===== src/rtl/alsu_arbiter.sv =====
// Round-robin front end for the registered ALSU datapath: two valid/ready requesters,
// one issue per cycle, a tag pipeline that routes each result back to its originator,
// and a drain handshake that quiesces the datapath.
module alsu_arbiter #(
    parameter int   LATENCY        = 2,
    parameter logic PRIORITY_RESET = 1'b0
) (
    input  logic       clk,
    input  logic       rst_n,
    input  logic       req0_valid,
    output logic       req0_ready,
    input  logic [2:0] req0_opcode,
    input  logic [2:0] req0_A,
    input  logic [2:0] req0_B,
    input  logic [6:0] req0_ctrl,
    input  logic       req1_valid,
    output logic       req1_ready,
    input  logic [2:0] req1_opcode,
    input  logic [2:0] req1_A,
    input  logic [2:0] req1_B,
    input  logic [6:0] req1_ctrl,
    output logic [2:0] alsu_opcode,
    output logic [2:0] alsu_A,
    output logic [2:0] alsu_B,
    output logic [6:0] alsu_ctrl,
    input  logic [5:0] alsu_out,
    output logic       resp0_valid,
    output logic [5:0] resp0_data,
    output logic       resp1_valid,
    output logic [5:0] resp1_data,
    input  logic       drain_req,
    output logic       drained,
    output logic       busy
);

    typedef enum logic [1:0] {
        ST_RUN     = 2'd0,
        ST_DRAIN   = 2'd1,
        ST_DRAINED = 2'd2
    } state_t;

    state_t             r_state;
    logic               r_last;
    logic [LATENCY-1:0] r_tag_v;
    logic [LATENCY-1:0] r_tag_id;
    logic               r_resp0_valid;
    logic               r_resp1_valid;
    logic [5:0]         r_resp0_data;
    logic [5:0]         r_resp1_data;

    logic w_grant_en;
    logic w_grant0;
    logic w_grant1;
    logic w_accept;

    // Ready is held low while reset is asserted, even though the state already reads RUN.
    assign w_grant_en = rst_n & (r_state == ST_RUN) & ~drain_req;
    assign w_grant0   = w_grant_en & req0_valid & (~req1_valid | r_last);
    assign w_grant1   = w_grant_en & req1_valid & (~req0_valid | ~r_last);
    assign w_accept   = w_grant0 | w_grant1;

    assign req0_ready  = w_grant0;
    assign req1_ready  = w_grant1;
    assign resp0_valid = r_resp0_valid;
    assign resp1_valid = r_resp1_valid;
    assign resp0_data  = r_resp0_data;
    assign resp1_data  = r_resp1_data;
    assign busy        = |r_tag_v;
    assign drained     = (r_state == ST_DRAINED);

    // Issue mux: the accepted requester's fields, zero when nothing is accepted.
    always_comb begin
        alsu_opcode = 3'd0;
        alsu_A      = 3'd0;
        alsu_B      = 3'd0;
        alsu_ctrl   = 7'd0;
        if (w_grant0) begin
            alsu_opcode = req0_opcode;
            alsu_A      = req0_A;
            alsu_B      = req0_B;
            alsu_ctrl   = req0_ctrl;
        end else if (w_grant1) begin
            alsu_opcode = req1_opcode;
            alsu_A      = req1_A;
            alsu_B      = req1_B;
            alsu_ctrl   = req1_ctrl;
        end else begin
            alsu_opcode = 3'd0;
        end
    end

    // Drain FSM: DRAIN always runs to completion even if drain_req is withdrawn.
    always_ff @(posedge clk or negedge rst_n) begin
        if (!rst_n) begin
            r_state <= ST_RUN;
        end else begin
            case (r_state)
                ST_RUN: begin
                    if (drain_req) r_state <= ST_DRAIN;
                    else           r_state <= ST_RUN;
                end
                ST_DRAIN: begin
                    if (!busy) r_state <= ST_DRAINED;
                    else       r_state <= ST_DRAIN;
                end
                ST_DRAINED: begin
                    if (!drain_req) r_state <= ST_RUN;
                    else            r_state <= ST_DRAINED;
                end
                default: r_state <= ST_RUN;
            endcase
        end
    end

    // Last-grant pointer; reset value makes PRIORITY_RESET win the first tie.
    always_ff @(posedge clk or negedge rst_n) begin
        if (!rst_n) begin
            r_last <= ~PRIORITY_RESET;
        end else if (w_accept) begin
            r_last <= w_grant1;
        end else begin
            r_last <= r_last;
        end
    end

    // Tag pipeline: stage 0 captures {accept, id} every edge, later stages shift.
    always_ff @(posedge clk or negedge rst_n) begin
        if (!rst_n) begin
            r_tag_v  <= '0;
            r_tag_id <= '0;
        end else begin
            r_tag_v[0]  <= w_accept;
            r_tag_id[0] <= w_grant1;
            for (int i = 1; i < LATENCY; i++) begin
                r_tag_v[i]  <= r_tag_v[i-1];
                r_tag_id[i] <= r_tag_id[i-1];
            end
        end
    end

    // Response steering: strobe the owner of the last stage, data holds otherwise.
    always_ff @(posedge clk or negedge rst_n) begin
        if (!rst_n) begin
            r_resp0_valid <= 1'b0;
            r_resp1_valid <= 1'b0;
            r_resp0_data  <= 6'd0;
            r_resp1_data  <= 6'd0;
        end else if (r_tag_v[LATENCY-1]) begin
            r_resp0_valid <= ~r_tag_id[LATENCY-1];
            r_resp1_valid <= r_tag_id[LATENCY-1];
            if (r_tag_id[LATENCY-1]) r_resp1_data <= alsu_out;
            else                     r_resp0_data <= alsu_out;
        end else begin
            r_resp0_valid <= 1'b0;
            r_resp1_valid <= 1'b0;
        end
    end

endmodule


===== config.mk =====
export PLATFORM = sky130hd
export DESIGN_NAME = alsu_arbiter
export DESIGN_NICKNAME = d
export VERILOG_FILES = /design/src/rtl/alsu_arbiter.sv
export SDC_FILE = /design/constraint.sdc
export NUM_CORES = 1
export LEC_CHECK = 0
export CORE_ASPECT_RATIO = 0.7
export CORE_UTILIZATION = 33
export DETAILED_ROUTE_END_ITERATION = 8
export PLACE_DENSITY = 0.76
export RECOVER_POWER = 25
export SYNTH_ARGS = -nofsm -noshare
export SYNTH_HDL_FRONTEND = slang
export SYNTH_SLANG_ARGS = --single-unit

===== constraint.sdc =====
create_clock -name clk -period 2.1 [get_ports clk]
set_clock_uncertainty 0.2 [all_clocks]
set_input_delay 0.42 -clock clk [delete_from_list [all_inputs] [get_ports clk]]
set_output_delay 0.42 -clock clk [all_outputs]
set_load 0.05 [all_outputs]

**Word level (Yosys, flattened, before mapping)**

Index checks and enable logic that the tools add are counted.
W data, S select, Z words.

- Input bits: 43
- Flip-flop bits (word level): 21

- Bitwise operators: 14
- Multiplexer cells: 14
- Reductions and logical operators: 4
- Equality and inequality tests: 2

Operators with widths:

| cell | number |
|---|---|
| $mux W3 | 6 |
| $mux W7 | 2 |
| $and A1 B1 Y1 | 6 |
| $pmux W2 S3 | 1 |
| $not A1 Y1 | 5 |
| $mux W2 | 2 |
| $reduce_and A2 Y1 | 2 |
| $mux W1 | 3 |
| $or A1 B1 Y1 | 3 |
| $eq A2 B1 Y1 const B | 1 |
| $eq A2 B2 Y1 const B | 1 |
| $logic_not A2 Y1 | 1 |
| $reduce_or A2 Y1 | 1 |

**Logic depth before layout (Yosys ltp)**

Gate-level depths: netlist of run 1.

- Word-level depth: 7
- Mapped depth: 5

**Least setup slack after synthesis of run 1**

Ideal clock, no wire load.

- Path type: input -> output
- Start: input port drain_req
- End: output port alsu_A[1]
- Data required time: 1480 ps
- Arrival time: 1807 ps
- Path buffers: 1
- Cell stages on the path: 3
- Setup slack: -327 ps
- Cell sequence: or4b_4 > buf_2 > nor2_1

- Cells in the longest elaborated chain, start to end: 6
- Elaborated cells on any way between the ends: 8
- Classes of those cells: mux (2); bitwise (6)

RTL lines:

| what | line | RTL |
|---|---|---|
| start, declared | 31 | `input logic drain_req,` |
| $not A1 Y1 (*) | 57 | `assign w_grant_en = rst_n & (r_state == ST_RUN) & ~drain_req;` |
| $and A1 B1 Y1 (*) | 57 |  |
| $and A1 B1 Y1 (2 in series) | 59 | `assign w_grant1 = w_grant_en & req1_valid & (~req0_valid \| ~r_last);` |
| $mux W3 | 82 | `end else if (w_grant1) begin` |
| $mux W3 (*) | 77 | `if (w_grant0) begin` |
| end, declared | 23 | `output logic [2:0] alsu_A,` |

Every way passes the cells marked *; elsewhere a longest branch is shown, timed or not.

**Worst setup path in the final report of run 1**

- Start: register r_state[1]
- End: output port alsu_opcode[0]

- Cells in the longest elaborated chain, start to end: 7
- Elaborated cells on any way between the ends: 9
- Classes of those cells: mux (2); bitwise (6); reduce/logical (1)

RTL lines:

| what | line | RTL |
|---|---|---|
| start, declared | 42 | `state_t r_state;` |
| start signal, assigned | 95 | `r_state <= ST_RUN;` |
| start signal, assigned | 99 | `if (drain_req) r_state <= ST_DRAIN;` |
| start signal, assigned | 100 | `else r_state <= ST_RUN;` |
| $logic_not A2 Y1 (*) | 57 |  |
| $and A1 B1 Y1 (*) (2 in series) | 57 |  |
| $and A1 B1 Y1 (2 in series) | 59 |  |
| $mux W3 | 82 |  |
| $mux W3 (*) | 77 |  |
| end, declared | 22 | `output logic [2:0] alsu_opcode,` |

Marked as above.

==> metrics.csv, run 1 <==
stage,metric,value,unit
outcome,status,"complete, but fails checks",
route,Post-DRT Antenna Nets,0,
power_and_ir_drop,Tot Pwr,2.46,mW
global_route,antenna violations before repair,0,
cts,clock buffer count from CTS,3,
critical_path,CP Depth,4,
floorplanning,Rows,16,
floorplanning,die width,68.7,um
critical_path,Worst setup startpoint,r_state[1],
synthesis,Yosys reg bits,21,
layout,NumNets Final,227,
route,Initial DRC Count,18,
power_and_ir_drop,pwr dens,1000,mW/mm^2
floorplanning,Die ar.,0.00335,sq mm
sta,worst hold margin,0.158,ns
critical_path,worst r2r src,r_state[1],
critical_path,worst reg-to-reg setup slack,0.44,ns
critical_path,WP buf/inv,2,
route,via count,1120,
critical_path,Setup CP Type,reg -> out,
layout,Fillers,149,
power_and_ir_drop,Pleak,0.957,nW
synthesis,Synth Area in Compound Gates,17.3,%
synthesis,mux cell area share after synthesis,13.1,%
layout,# diodes,0,
route,DRC,0,
synthesis,sequential share of the synthesized area,51.2,%
placed_design,Setup WS pre-CTS,-0.487,ns
cts,CTS tree,built,
sta,pins over their slew limit,0,
synthesis,Netlist cell types,18,
synthesis,syn_area_per_cell,10.8,sq um
critical_path,CP Max Fanout,8,
power_and_ir_drop,maximum VDD drop,884,uV
synthesis,largest family of logic cells by synthesized area,compound AO/OA/AOI/OAI gates,
route,drt pass-1 iters,3,
sta,setup TNS,-3.83,ns
layout,Multi-input gate area,731,sq um
critical_path,WP data required,1.48,ns
cts,CTS sink count,21,
layout,Final Cell Area,0.00245,sq mm
critical_path,CP Capture Type,primary output,
critical_path,most frequent CP cell,buf_12,
critical_path,"Largest stage delay, worst path",0.62,ns
min_path,HP Class,reg -> reg,
cts,Root Driver,clkbuf_8,
synthesis,area share of and/or/nand/nor cells after synthesis,12.9,%
global_route,vias in the first global route,1184,
critical_path,CP Capture Point,alsu_opcode[0],
floorplanning,core box area,0.00288,sq mm
global_route,gr ovfl total,0,
layout,register area,527,sq um
cts,CTS H-tree lvls,1,
global_route,largest net degree at the start of global routing,22,
synthesis,Post-Synth Adder-Cell Area,0,%
critical_path,worst reg2reg endpoint,r_last,
route,DR vias/cell,5.11,
synthesis,Ys Warns,0,
critical_path,startpoint types,flop,
placed_design,placed insts,211,
layout,ratio of cells with drive above 1 in the final layout,50.3,%
placed_design,DP HPWL,2760,um
layout,Final Core Density,84.9,%
layout,non-filler cells in the finished layout,219,
synthesis,Mapped Area,0.00103,sq mm
critical_path,CP cell instances,"or4b_4, buf_12, nor2_4, buf_12",
global_route,global-route wire length before repair,6200,um
route,Routed WL per cell,18.4,um
sta,period utilization,111,%
placed_design,placed cell area,0.00214,sq mm
cts,cts hold-fix bufs,0,
sta,"Hold Vio Cnt, Final",0,
cts,"CTS clk-pin slew, worst paths",0.07,ns
sta,Final min period,2.34,ns
floorplanning,Top Ports,77,
cts,Worst-Skew Late Latency,0.25,ns
route,Routed WL,4030,um
outcome,failing checks,setup timing,
sta,Max-slew headroom,26.2,%
sta,f_max,428,MHz
global_route,Tot GR Track Use,26.0,%
cts,Max Root-Sink Buffers,2,
placed_design,Port Buf Inserts,76,
critical_path,Top delay family on crit path,simple AND/OR/NAND/NOR gates,
floorplanning,initial core utilization,35.7,%
sta,RSZ-0062 raised after global routing,yes,
sta,fin worst setup slack,-0.236,ns
critical_path,R2R depth,4,
sta,Final setup violation count,18,
synthesis,syn_nets,138,
critical_path,CP max-delay cell,or4b_4,
run,max-cap violation count,0,
placed_design,GPL Wtd Cong,0.723,
synthesis,synthesized instance count,95,
floorplanning,Die Y,48.7,um
critical_path,Worst EP arrival,1.72,ns
synthesis,Synth Area in XOR/XNOR,0,%
sta,Slew @ Worst Pin,1.11,ns
layout,Layout area overhead,138,%
## state kept, by name, summed over array words and instances (netlist names)
| signal | count |
|---|---|
| r_state | 2 |
| r_tag_id | 2 |
| resp0_valid | 1 |
| resp1_valid | 1 |
| resp0_data | 6 |
| resp1_data | 6 |
| r_tag_v | 2 |
| r_last | 1 |
## cells in the final DEF (no fill, tap or decap)
cell	instances
nor2_4	17
nor2_1	4
dfrtp_1	20
buf_12	21
nand2_1	4
buf_4	14
dlygate4sd2_1	4
o21ai_1	1
nor2b_4	1
nand2b_1	1
clkdlybuf4s50_1	48
clkbuf_1	2
a21boi_4	1
a32oi_4	2
nor2b_1	2
buf_6	4
o21ai_0	1
a211oi_1	1
clkbuf_8	3
dfstp_2	1
or4b_4	1
a32oi_2	14
inv_1	3
o21ai_2	1
mux2_2	12
## synth_stat cells, drive strengths merged
cell type	n	share of area, %
a21boi	1	1.1
nor2	21	7.7
mux2	12	13
nor2b	3	1.8
a211oi	1	0.73
dfrtp	20	49
dfstp	1	2.6
nand2	4	1.5
nand2b	1	0.61
buf	7	4.0
o21ai	3	1.8
a32oi	16	14
or4b	1	1.3
clkbuf	1	0.36
inv	3	1.1
## worst register-to-register path, cell delays in order (launching register included)
cell and delay, ns:
dfrtp_1 0.39, or4b_4 0.62, buf_12 0.19, o21ai_2 0.11, o21ai_1 0.08
## cell type report
cell class              count  share of cell area (%)
inverters                   3                   0.460
flip-flops and latches     21                    21.5
repair buffers             92                    44.5
well taps                  36                    1.84
multi-input cells          63                    29.8
clock buffers               4                    1.84
## logic make-up (layout without fill, tap and decap cells)
kind of cell | after synthesis | count (layout)
muxes | 12 | 12
and+or+nand+nor | 30 | 30
DFF | 21 | 21
AOI/OAI and AO/OA | 21 | 21
buffers and inverters | 11 | 99
## power breakdown
part	switching (mW)	internal, mW	leakage (nW)	total (mW)
clock	0.118	0.135	0.0228	0.253
combinational	0.919	0.653	0.674	1.57
sequential	0.0818	0.548	0.259	0.630
total	1.12	1.34	0.957	2.46
## what timing repair did
item | in CTS | in global routing
buffers inserted | 2 | 1
gates cloned | 1 | 0
gates resized for setup | 44 | 1
pin swaps | 26 | 1
setup endpoints to repair | 18 | 18
## worst min-delay path by stage
stage / startpoint / slack (ns) / endpoint / depth (start not counted)
2_1_floorplan: rst_n / -0.08 / r_state[0] / 0
3_5_place_dp: r_tag_id[0] / 0.14 / r_tag_id[1] / 0
3_3_place_gp: r_tag_id[0] / 0.13 / r_tag_id[1] / 0
4_1_cts: rst_n / 0.08 / r_state[1] / 2
6_report: r_tag_id[0] / 0.16 / r_tag_id[1] / 0
5_1_grt: r_tag_id[0] / 0.16 / r_tag_id[1] / 0
## per-layer routing
| layer | routed length, um | GRT usage [%] | up-vias |
|---|---|---|---|
| li1 | - | - | 521 |
| met1 | 1590 | 31.5 | 553 |
| met2 | 2090 | 45.4 | 40 |
| met3 | 294 | 6.84 | 6 |
| met4 | 56 | 5.78 | 0 |
| met5 | 0 | 0 | - |
Power figures use the tool's default switching activity.
==> run 2, diff against run 1 <==
- SETUP_SLACK_MARGIN: not set -> 0.1
==> run 2 against run 1 <==
  * The run still ends with setup timing left
  * Clock power up 2%
  * Critical endpoint is now req1_ready
  * Count of clock-buffer cells in the layout unchanged
  * Non-clock buffer count up 2
  * Critical path depth unchanged
  * Largest power group unchanged
  * Critical path type unchanged
  * Highest routed layer unchanged
==> metrics.csv, run 2 (same netlist as run 1, synthesis figures left out) <==
stage,metric,value,unit,change
route,DR vias/cell,5.38,,was 5.11
cts,Root Driver,clkbuf_8,,unchanged
sta,"Hold Vio Cnt, Final",0,,unchanged
cts,Worst-Skew Late Latency,0.26,ns,was 0.25 ns
floorplanning,Die Y,48.7,um,unchanged
placed_design,Port Buf Inserts,76,,unchanged
sta,Final min period,2.39,ns,was 2.34 ns
sta,Slew @ Worst Pin,1.09,ns,was 1.11 ns
global_route,vias in the first global route,1281,,was 1184
layout,Layout area overhead,140,%,was 138%
run,max-cap violation count,0,,unchanged
critical_path,worst r2r src,r_state[1],,unchanged
global_route,Tot GR Track Use,29.3,%,was 26.0%
placed_design,placed cell area,0.00222,sq mm,was 0.00214 sq mm
cts,"CTS clk-pin slew, worst paths",0.07,ns,about the same
floorplanning,Die ar.,0.00335,sq mm,unchanged
floorplanning,die width,68.7,um,unchanged
route,Routed WL,4820,um,was 4030 um
layout,"most common cell after layout, fill and taps aside",clkdlybuf4s50_1,,unchanged
global_route,global route hottest layer,met2,,unchanged
min_path,Hold Startpoint,r_tag_id[0],,unchanged
critical_path,Setup CP Type,reg -> out,,unchanged
route,DRC,0,,unchanged
sta,setup TNS,-4.46,ns,was -3.83 ns
global_route,largest net degree at the start of global routing,22,,unchanged
outcome,status,"complete, but fails checks",,unchanged
critical_path,WP data required,1.48,ns,about the same
layout,NumNets Final,229,,was 227
critical_path,Worst EP arrival,1.77,ns,was 1.72 ns
layout,Final Cell Area,0.00246,sq mm,was 0.00245 sq mm
layout,Final Core Density,85.5,%,was 84.9%
power_and_ir_drop,Pleak,1.00,nW,was 0.957 nW
sta,RSZ-0062 raised after global routing,yes,,unchanged
critical_path,CP Capture Type,primary output,,unchanged
floorplanning,Top Ports,77,,unchanged
layout,ratio of cells with drive above 1 in the final layout,53.0,%,was 50.3%
sta,worst hold margin,0.161,ns,was 0.158 ns
route,Routed WL per cell,21.8,um,was 18.4 um
sta,Final setup violation count,18,,unchanged
cts,CTS tree,built,,unchanged
global_route,gr ovfl total,0,,unchanged
placed_design,GPL Wtd Cong,0.788,,was 0.723
cts,CTS sink count,21,,unchanged
sta,pins over their slew limit,0,,unchanged
critical_path,Worst setup startpoint,r_state[1],,unchanged
floorplanning,Rows,16,,unchanged
outcome,failing checks,setup timing,,unchanged
power_and_ir_drop,pwr dens,1010,mW/mm^2,was 1000 mW/mm^2
placed_design,DP HPWL,3100,um,was 2760 um
cts,cts hold-fix bufs,0,,unchanged
placed_design,Setup WS pre-CTS,-0.484,ns,was -0.487 ns
min_path,HP Class,reg -> reg,,unchanged
sta,Max-slew headroom,27.5,%,was 26.2%
floorplanning,core box area,0.00288,sq mm,unchanged
global_route,met3 Usage GRT,4.25,%,was 6.84%
route,Post-DRT Antenna Nets,0,,unchanged
route,drt pass-1 iters,4,,was 3
critical_path,CP Max Fanout,5,,was 8
layout,Fillers,150,,was 149
layout,# diodes,0,,unchanged
layout,most frequent cells in the layout,"clkdlybuf4s50_1, buf_12, dfrtp_1, nor2_4, buf_4",,"was clkdlybuf4s50_1, buf_12, dfrtp_1, nor2_4"
global_route,met1 usage,32.2,%,was 31.5%
cts,clock buffer count from CTS,3,,unchanged
route,Initial DRC Count,47,,was 18
cts,CTS H-tree lvls,1,,unchanged
floorplanning,initial core utilization,35.7,%,unchanged
global_route,antenna violations before repair,0,,unchanged
sta,period utilization,114,%,was 111%
sta,f_max,419,MHz,was 428 MHz
power_and_ir_drop,maximum VDD drop,1000,uV,was 884 uV
cts,Max Root-Sink Buffers,2,,unchanged
global_route,met2 usage,54.7,%,was 45.4%
critical_path,startpoint types,flop,,unchanged
global_route,global-route wire length before repair,6900,um,was 6200 um
sta,fin worst setup slack,-0.287,ns,was -0.236 ns
route,via count,1188,,was 1120
## run 2: cell types whose count changed in the layout (fill, tap and decap cells not counted), sizes merged
| cell | delta |
|---|---|
| clkdlybuf4s50 | -10 |
| buf | +6 |
| dlygate4sd2 | +5 |
| dlymetal6s2s | +1 |
## run 2: final timing paths
path	to	slack (ns)	cells past startpoint
max reg2reg	r_tag_id[0]	0.37	4
min reg2reg	r_tag_id[1]	0.16	0
max	req1_ready	-0.29	4
max in group asynchronous	resp0_data[2]	0.63	2
min in group asynchronous	resp0_valid	0.41	2
min	r_tag_id[1]	0.16	0
## run 2: area by class of cell
type / instances / area [sq um] / area share, %
repair buffers: 94 / 1100 / 44.8
multi-input cells: 63 / 731 / 29.7
flip-flops and latches: 21 / 527 / 21.4
clock buffers: 4 / 45.0 / 1.83
well taps: 36 / 45.0 / 1.83
inverters: 3 / 11.3 / 0.457
## run 2: layer usage
layer,share of wire [%],vias up
met5,0,-
met4,4.2,0
met3,1.7,16
met2,56,30
met1,38,615
li1,-,527
## run 2: power breakdown
| part | internal, mW | switching [mW] | leakage [nW] |
|---|---|---|---|
| Sequential | 0.548 | 0.0936 | 0.259 |
| Clock | 0.135 | 0.122 | 0.0228 |
| Combinational | 0.644 | 0.954 | 0.717 |
## run 2: worst max-delay path, stage by stage (launching register included)
cell and delay, ns:
dfrtp_1 0.39, or4b_4 0.63, buf_4 0.19, nor2b_4 0.14, buf_12 0.15
## run 2: metrics by stage
step	instances	total power [mW]
4_1_cts	220	2.43
2_1_floorplan	95	1.48
3_5_place_dp	212	2.09
5_1_grt	221	2.58
3_3_place_gp	212	2.04
6_report	221	2.50
## run 2: what timing repair did
action	CTS	global route
gates resized for setup	28	8
setup endpoints to repair	24	18
pin swaps	7	3
cloned	2	0
setup buffers	2	1
